[config.mk]
export PLATFORM = sky130hd
export DESIGN_NAME = multicycle_controller
export DESIGN_NICKNAME = d
export VERILOG_FILES = /design/src/rtl/multicycle_controller_pkg.sv /design/src/rtl/multicycle_controller_ctrl_next_state.sv /design/src/rtl/multicycle_controller.sv
export SDC_FILE = /design/constraint.sdc
export NUM_CORES = 1
export LEC_CHECK = 0
export CAP_MARGIN = 10
export CORE_MARGIN = 3
export CORE_UTILIZATION = 65
export CTS_CLUSTER_SIZE = 8
export DETAILED_ROUTE_END_ITERATION = 6
export DONT_BUFFER_PORTS = 1
export PLACE_DENSITY_LB_ADDON = 0.08
export SLEW_MARGIN = 10
export SYNTH_ARGS = -nofsm -noshare
export SYNTH_HDL_FRONTEND = slang
export SYNTH_SLANG_ARGS = --single-unit
[constraint.sdc]
create_clock -name clk -period 3.8 [get_ports clk]
set_input_delay 0.57 -clock clk [delete_from_list [all_inputs] [get_ports clk]]
set_output_delay 0.57 -clock clk [all_outputs]
set_load 0.01 [all_outputs]
[src/rtl/multicycle_controller_pkg.sv]
// Shared types and encodings for the multicycle instruction-sequencing controller.
package multicycle_controller_pkg;

    typedef enum logic [3:0] {
        FETCH,
        DECODE,
        MEM_ADR,
        MEM_READ,
        MEM_WB,
        MEM_WRITE,
        EXEC_R,
        EXEC_I,
        ALU_WB,
        BRANCH
    } state_t;

    localparam logic [1:0] OP_DP    = 2'b00;
    localparam logic [1:0] OP_MEM   = 2'b01;
    localparam logic [1:0] OP_BR    = 2'b10;
    localparam logic [1:0] OP_UNDEF = 2'b11;

    localparam logic [1:0] IMM_DP   = 2'b00;
    localparam logic [1:0] IMM_MEM  = 2'b01;
    localparam logic [1:0] IMM_BR   = 2'b10;
    localparam logic [1:0] IMM_NONE = 2'b11;

    localparam logic [1:0] ALUB_REG  = 2'b00;
    localparam logic [1:0] ALUB_IMM  = 2'b01;
    localparam logic [1:0] ALUB_FOUR = 2'b10;

    localparam logic [1:0] RES_ALU    = 2'b00;
    localparam logic [1:0] RES_MEM    = 2'b01;
    localparam logic [1:0] RES_ALUOUT = 2'b10;

    // True on the cycle an instruction leaves its final state.
    function automatic logic retires(input state_t s, input logic mem_ack);
        return (s == ALU_WB) || (s == MEM_WB) || (s == BRANCH) ||
               ((s == MEM_WRITE) && mem_ack);
    endfunction

endpackage

[src/rtl/multicycle_controller_ctrl_next_state.sv]
// Combinational next-state logic for the multicycle controller FSM.
module ctrl_next_state
    import multicycle_controller_pkg::*;
(
    input  state_t     state,
    input  logic [1:0] op,
    input  logic       func_imm,
    input  logic       func_ldr,
    input  logic       cond_ex,
    input  logic       mem_ack,
    output state_t     state_next
);

    always_comb begin
        state_next = state;
        case (state)
            FETCH:     if (mem_ack) state_next = DECODE;
            DECODE: begin
                if (!cond_ex || op == OP_UNDEF) state_next = FETCH;
                else if (op == OP_DP)           state_next = func_imm ? EXEC_I : EXEC_R;
                else if (op == OP_MEM)          state_next = MEM_ADR;
                else                            state_next = BRANCH;
            end
            MEM_ADR:   state_next = func_ldr ? MEM_READ : MEM_WRITE;
            MEM_READ:  if (mem_ack) state_next = MEM_WB;
            MEM_WB:    state_next = FETCH;
            MEM_WRITE: if (mem_ack) state_next = FETCH;
            EXEC_R:    state_next = ALU_WB;
            EXEC_I:    state_next = ALU_WB;
            ALU_WB:    state_next = FETCH;
            BRANCH:    state_next = FETCH;
            default:   state_next = FETCH;
        endcase
    end

endmodule

[src/rtl/multicycle_controller.sv]
// Multicycle controller: state register, retired-instruction counter and
// output decode driven directly from the current state and inputs.
module multicycle_controller
    import multicycle_controller_pkg::*;
(
    input  logic        clk,
    input  logic        rst_n,
    input  logic [1:0]  op,
    input  logic [5:0]  func,
    input  logic        cond_ex,
    input  logic        mem_ack,
    output logic        mem_req,
    output logic        mem_w,
    output logic        adr_src,
    output logic        ir_write,
    output logic        pc_write,
    output logic        alu_src_a,
    output logic [1:0]  alu_src_b,
    output logic [1:0]  imm_src,
    output logic [1:0]  reg_src,
    output logic        alu_op,
    output logic [1:0]  result_src,
    output logic        reg_w,
    output logic        busy,
    output logic        illegal,
    output logic [31:0] retired
);

    state_t      state_reg;
    state_t      state_next;
    logic [31:0] retired_reg;
    logic        unused_func;

    assign unused_func = ^func[4:1];

    ctrl_next_state u_next_state (
        .state      (state_reg),
        .op         (op),
        .func_imm   (func[5]),
        .func_ldr   (func[0]),
        .cond_ex    (cond_ex),
        .mem_ack    (mem_ack),
        .state_next (state_next)
    );

    always_ff @(posedge clk or negedge rst_n) begin
        if (!rst_n) begin
            state_reg   <= FETCH;
            retired_reg <= '0;
        end else begin
            state_reg <= state_next;
            if (retires(state_reg, mem_ack))
                retired_reg <= retired_reg + 32'd1;
        end
    end

    assign retired = retired_reg;

    // Gating on rst_n keeps FETCH's request and write strobes quiet during reset.
    always_comb begin
        mem_req    = 1'b0;
        mem_w      = 1'b0;
        adr_src    = 1'b0;
        ir_write   = 1'b0;
        pc_write   = 1'b0;
        alu_src_a  = 1'b0;
        alu_src_b  = ALUB_REG;
        imm_src    = IMM_DP;
        reg_src    = 2'b00;
        alu_op     = 1'b0;
        result_src = RES_ALU;
        reg_w      = 1'b0;
        busy       = 1'b0;
        illegal    = 1'b0;
        if (rst_n) begin
            busy = (state_reg != FETCH);
            case (state_reg)
                FETCH: begin
                    mem_req   = 1'b1;
                    ir_write  = mem_ack;
                    pc_write  = mem_ack;
                    alu_src_a = 1'b1;
                    alu_src_b = ALUB_FOUR;
                end
                DECODE: begin
                    illegal = (op == OP_UNDEF);
                    case (op)
                        OP_DP:   {imm_src, reg_src} = func[5] ? {IMM_DP, 2'b10} : {IMM_NONE, 2'b00};
                        OP_MEM:  {imm_src, reg_src} = func[0] ? {IMM_MEM, 2'b00} : {IMM_MEM, 2'b10};
                        OP_BR:   {imm_src, reg_src} = {IMM_BR, 2'b11};
                        default: {imm_src, reg_src} = 4'b0000;
                    endcase
                end
                MEM_ADR:   alu_src_b = ALUB_IMM;
                MEM_READ: begin
                    mem_req = 1'b1;
                    adr_src = 1'b1;
                end
                MEM_WB: begin
                    reg_w      = 1'b1;
                    result_src = RES_MEM;
                end
                MEM_WRITE: begin
                    mem_req = 1'b1;
                    mem_w   = 1'b1;
                    adr_src = 1'b1;
                end
                EXEC_R:    alu_op = 1'b1;
                EXEC_I: begin
                    alu_src_b = ALUB_IMM;
                    alu_op    = 1'b1;
                end
                ALU_WB: begin
                    reg_w      = 1'b1;
                    result_src = RES_ALUOUT;
                end
                BRANCH: begin
                    alu_src_a = 1'b1;
                    alu_src_b = ALUB_IMM;
                    imm_src   = IMM_BR;
                    pc_write  = 1'b1;
                end
                default: busy = 1'b1;
            endcase
        end
    end

endmodule

# After elaboration in Yosys (flattened, before gate mapping)
# Index checks and enable logic that the tools add are counted.
# totals
ff_bits	36
output_inout_bits	50
# classes
add_sub_neg	1
n_eq_ne	15
muxes	41
reduce_logical	17
# ops
operator	count
32-bit by 1-bit adder with 32-bit output (second input constant)	1
4-bit two-way mux	7
4-bit case mux with 6 select lines	1
1-bit two-way mux	20
4-bit by 3-bit == test with 1-bit output (second input constant)	4
2-bit two-way mux	6
2-bit case mux with 2 select lines	3
2-bit case mux with 3 select lines	2
10-bit OR reduction	1
4-bit by 2-bit == test with 1-bit output (second input constant)	2
4-bit == test (second input constant)	2
2-bit OR reduction	4
2-bit inequality test (second input constant)	3
3-bit OR reduction	2
2-bit == test (second input constant)	2
4-bit by 1-bit == test with 1-bit output (second input constant)	1
4-bit zero test	1
1-bit logical OR	4
4-bit nonzero test	1
3-bit two-way mux	1
3-bit AND reduction	1
2-bit by 1-bit == test with 1-bit output (second input constant)	1
2-bit zero test	1
1-bit case mux with 2 select lines	1
other kinds (2)	2

# Depth between registers and ports, before layout
# depth
depth_word	5
depth_mapped	7

# By module
# From an unflattened synthesis, not the netlist that was laid out.
# hier_totals
hier_cells	207
area_unflattened_um2	2125.8
# by_module_without_submodules
module	n_inst	cells_per_inst	area_per_inst_um2
multicycle_controller	1	187	1998.2
ctrl_next_state	1	20	127.6

# Worst setup path before layout
# No wires, ideal clock.
# synth_path
kind	register to output
start	register state_reg[0]
end	output imm_src[0]
t_arrival_ps	1326
required_time_ps	3230
setup_slack_ps	1904
stages_incl_launch_ff	6
path_buffers	2
cell_sequence	dfrtp_1 -> buf_2 -> nor2b_1 -> clkbuf_1 -> nand3_1 -> a211oi_1
# synth_via
elab_chain_cells	3
# synth_lines
element	line_no	text
start, declared	multicycle_controller.sv:29	state_t state_reg;
start signal, assigned	multicycle_controller.sv:51	state_reg <= state_next;
4-bit == test / 4-bit by 1-bit == test with 1-bit output (equally long branches)	multicycle_controller.sv:77	case (state_reg)
2-bit case mux with 2 select lines (*)	multicycle_controller.sv:77	
2-bit two-way mux (*)	multicycle_controller.sv:75	if (rst_n) begin
end, declared	multicycle_controller.sv:19	output logic [1:0] imm_src,
# Mark *: on every way between the ends. The rest lies on a longest branch, timed or not.

# Worst setup path after layout
# layout_path
start	register state_reg[1]
end	output imm_src[0]
# The elaborated chain is that of the path after synthesis.

==> summary by stage <==
Outcome
The flow ran to the end, and the final reports show no timing, DRC or antenna violations.

Pwr
The clock group share of total power is 0.198. IR analysis of the VDD net gives a maximum drop of 0.350 mV. The ratio of total power to cell area is 467 nW/um^2. Of the total power, the share spent switching nets is 0.387.

The switching power of the nets is 0.384 mW. Of the total power, combinational logic draws 0.282. The overall power is 0.993 mW. Of the total power, registers draw 0.520. Internal power comes to 0.609 mW. The analysis attributes to cell leakage a power of roughly 1.0 nW.

Synthesis
The Yosys warning count is 0. The area of the mapped netlist is 2050 um^2. The cell count after synthesis is 211. For this run, the register share of the synthesized area comes to 0.440.

In this run, synthesis inferred 0 flip-flops with an integrated enable. After synthesis the netlist holds a flip-flop and latch count of 36. The number of distinct library cell variants in the gate-level netlist after synthesis is 44. The net count of the mapped netlist is roughly 220.

A synthesized cell averages 9.71 um^2. The proportion of register bits with asynchronous set or reset after synthesis is 1.00. The most common flop cell mapped by yosys is sky130_fd_sc_hd__dfrtp_1.

Clock network
In this run the clock root is driven by a sky130_fd_sc_hd__clkbuf_4. After clock tree synthesis, the repair step resized 0 gates. The H-tree generated during clock tree synthesis spans 2 levels. The maximum count of clock buffers along a single path is 2. The number of buffers added by the clock tree synthesis step is 5. Counting every sink on the clock net gives 36. After clock tree synthesis, the clock-pin slew on the worst setup and hold paths is between 100 and 150 ps.

The setup fix buffers added after clock tree synthesis is 0. The clock insertion delay at the later pin of the skew report is 330 ps. The clock tree from TritonCTS is built.

Route
The number of vias after detailed routing is 1,535. Once detail routing completed, the nets flagged for antenna violations numbered 0. After detailed routing, the total wire length is 4100 um. The number of design rule violations left after detail routing is 0. The first routing iteration left 186 violations. The first-pass iteration count of the detailed router is 4. The average wire per standard cell is approximately 16 um. After detailed routing, the number of vias per cell comes to 6.04.

Global route
For this run, the total global-route usage over all layers was measured as 0.230. The first global-routing pass estimated 7220 um of wire. Entering global routing, the biggest net connects 37 pins. The number of antenna violations at the first check in global routing came to 0. Summed over all layers, the global routing overflow is 0.

The via count of the first global-routing pass came to 1,525.

Finish
The sequential cells in the finished layout cover a total of 901 um^2. The signed area change from the synthesized netlist to the final layout is 3.79%. Of the cells placed in the final design, the portion with a size suffix greater than 1 is 0.0991. The number of antenna diodes is 0.

The filler cells instantiated in the layout total 217. The number of flip-flops in the largest register is 32. The most frequent standard cell in the layout excluding fill and tap cells is sky130_fd_sc_hd__dfrtp_1.

The net count of the finished layout is 224. In the final layout, the multi-input gates occupy 1070 um^2. The library cells used most frequently in the layout, excluding fill and tap cells, are 36 x sky130_fd_sc_hd__dfrtp_1, 26 x sky130_fd_sc_hd__nor2_1, 24 x sky130_fd_sc_hd__xor2_1.

STA
The total count of hold-check failures in the final report came to 0. The headroom to the max-slew limit is 0.546. The final count of pins violating max slew is 0. Clock skew on the completed layout was measured at between 10 and 15 ps.

Setup repair after global routing left no endpoint under its margin. The share of the clock period used by the worst path after layout is 0.659. Static timing analysis puts the maximum clock frequency at approximately 0.40 GHz. The transition at the pin with the smallest max-transition slack is 681 ps.

For the finished layout, the period the worst path requires is 2500 ps. The total negative slack is 0 ps. The number of failing setup endpoints in the final timing report is 0.

Floorplan
The initial core utilization is 0.712. The full die area is 3860 um^2. The core box area is 2880 um^2.

The overall die width is 62.2 um. The total number of placement rows is 19. The overall die height is 62.2 um. For this design the top-level I/O count stands at 62.

Placement
The placer's final routability congestion estimate is 0.868. The HPWL after detailed placement is 2990 um. During placement, the flow inserted port buffers numbering 0.

Critical path
Along the worst path, the maximum fanout reaches 11. For the worst setup path, the data required time is between 3000 and 4000 ps. The worst setup path is launched from a flip-flop. The worst setup path is captured at a primary output.

The worst setup path is of the flip-flop to primary output kind. STA puts the critical path data arrival time at 1930 ps.

Worst hold path
The worst hold-check path type is input pin to asynchronous set/reset pin.

Job
The number of max-capacitance violations reported is 0.
==> cell usage after synthesis (2+ instances only) <==
library cell                n  share of area
sky130_fd_sc_hd__nand2b_1   2         0.0061
sky130_fd_sc_hd__nand3_1    9          0.022
sky130_fd_sc_hd__and3_1     4          0.012
sky130_fd_sc_hd__nor4_1     4          0.012
sky130_fd_sc_hd__inv_1      9          0.016
sky130_fd_sc_hd__or3_1      2         0.0061
sky130_fd_sc_hd__clkbuf_1   3         0.0055
sky130_fd_sc_hd__nor4_2     2          0.012
sky130_fd_sc_hd__xor2_1    24           0.10
sky130_fd_sc_hd__nor2_1    26          0.048
sky130_fd_sc_hd__nand2_1   19          0.035
sky130_fd_sc_hd__nand3_2    2         0.0098
sky130_fd_sc_hd__dfrtp_1   36           0.44
sky130_fd_sc_hd__a21oi_1    6          0.015
sky130_fd_sc_hd__nor3_1    13          0.032
sky130_fd_sc_hd__nand4_1    5          0.015
sky130_fd_sc_hd__nor2b_1    4          0.012
sky130_fd_sc_hd__buf_2      3         0.0073
sky130_fd_sc_hd__nor4_4     3          0.031
sky130_fd_sc_hd__buf_6      2          0.011
sky130_fd_sc_hd__xnor2_1   10          0.043
==> final timing paths <==
check / to / cells past startpoint / from / slack, ps
worst max-delay path: imm_src[0] / 3 / state_reg[1]$_DFFE_PN0P_ / 1300
worst min-delay path: retired[1]$_DFFE_PN0P_ / 1 / rst_n / 60
worst max register to register: retired[26]$_DFFE_PN0P_ / 5 / state_reg[2]$_DFFE_PN0P_ / 1640
worst min register to register: retired[31]$_DFFE_PN0P_ / 1 / retired[31]$_DFFE_PN0P_ / 540
max in group asynchronous: state_reg[0]$_DFFE_PN0P_ / 1 / rst_n / 3550
min in group clk: state_reg[0]$_DFFE_PN0P_ / 2 / mem_ack / 410
==> repair_timing <==
action / in CTS / in global routing
hold buffers: 1 / 0
endpoints found under the hold margin: 36 / 0
setup endpoints to repair: 0 / 0
==> routing by layer <==
metal  track usage  routed length, um
met5             0                  0
met4        0.0829                 24
met3        0.0703                317
met2         0.363               2000
met1         0.300               1760
==> area by class of cell <==
class,count,share of cell area
multi-input cells,158,0.501
inverters,9,0.0159
clock buffers,7,0.0212
repair buffers,1,0.00941
flip-flops and latches,36,0.424
clock inverters,1,0.00412
well taps,42,0.0247
==> critical path, cell delays in order (launching register included) <==
cell and delay [ps]:
sky130_fd_sc_hd__dfrtp_1 520, sky130_fd_sc_hd__nor2b_1 430, sky130_fd_sc_hd__nand3_1 240, sky130_fd_sc_hd__a211oi_1 420
==> stage by stage <==
step	worst slack (ps)	hold WS, ps	std cells	instance area (um^2)	util
floorplan	1900	274	211	2050	-
global placement	1700	275	245	2050	0.714
detailed placement	1650	276	245	2050	0.714
CTS	1280	44.9	254	2130	0.739
global route	1180	33.5	254	2130	0.739
finish	1300	55.1	254	2130	0.739
==> power groups by stage <==
stage | Combinational (mW) | Sequential (mW) | Clock, mW
2_1_floorplan | 0.270 | 0.478 | 0
3_3_place_gp | 0.262 | 0.520 | 0
3_5_place_dp | 0.273 | 0.522 | 0
4_1_cts | 0.283 | 0.515 | 0.205
5_1_grt | 0.318 | 0.526 | 0.227
6_report | 0.280 | 0.516 | 0.197
==> logic make-up (layout without fill, tap and decap cells) <==
group / after synthesis / after routing / synth area share
AO/OA/AOI/OAI: 16 / 16 / 0.0580
adder cells (fa/ha/maj): 1 / 1 / 0.00610
multiplexers: 2 / 2 / 0.0104
XOR/XNOR: 34 / 34 / 0.145
buffers and inverters: 17 / 18 / 0.0403
flip-flops: 36 / 36 / 0.440
AND/OR/NAND/NOR: 105 / 105 / 0.300
Power figures use the tool's default switching activity.
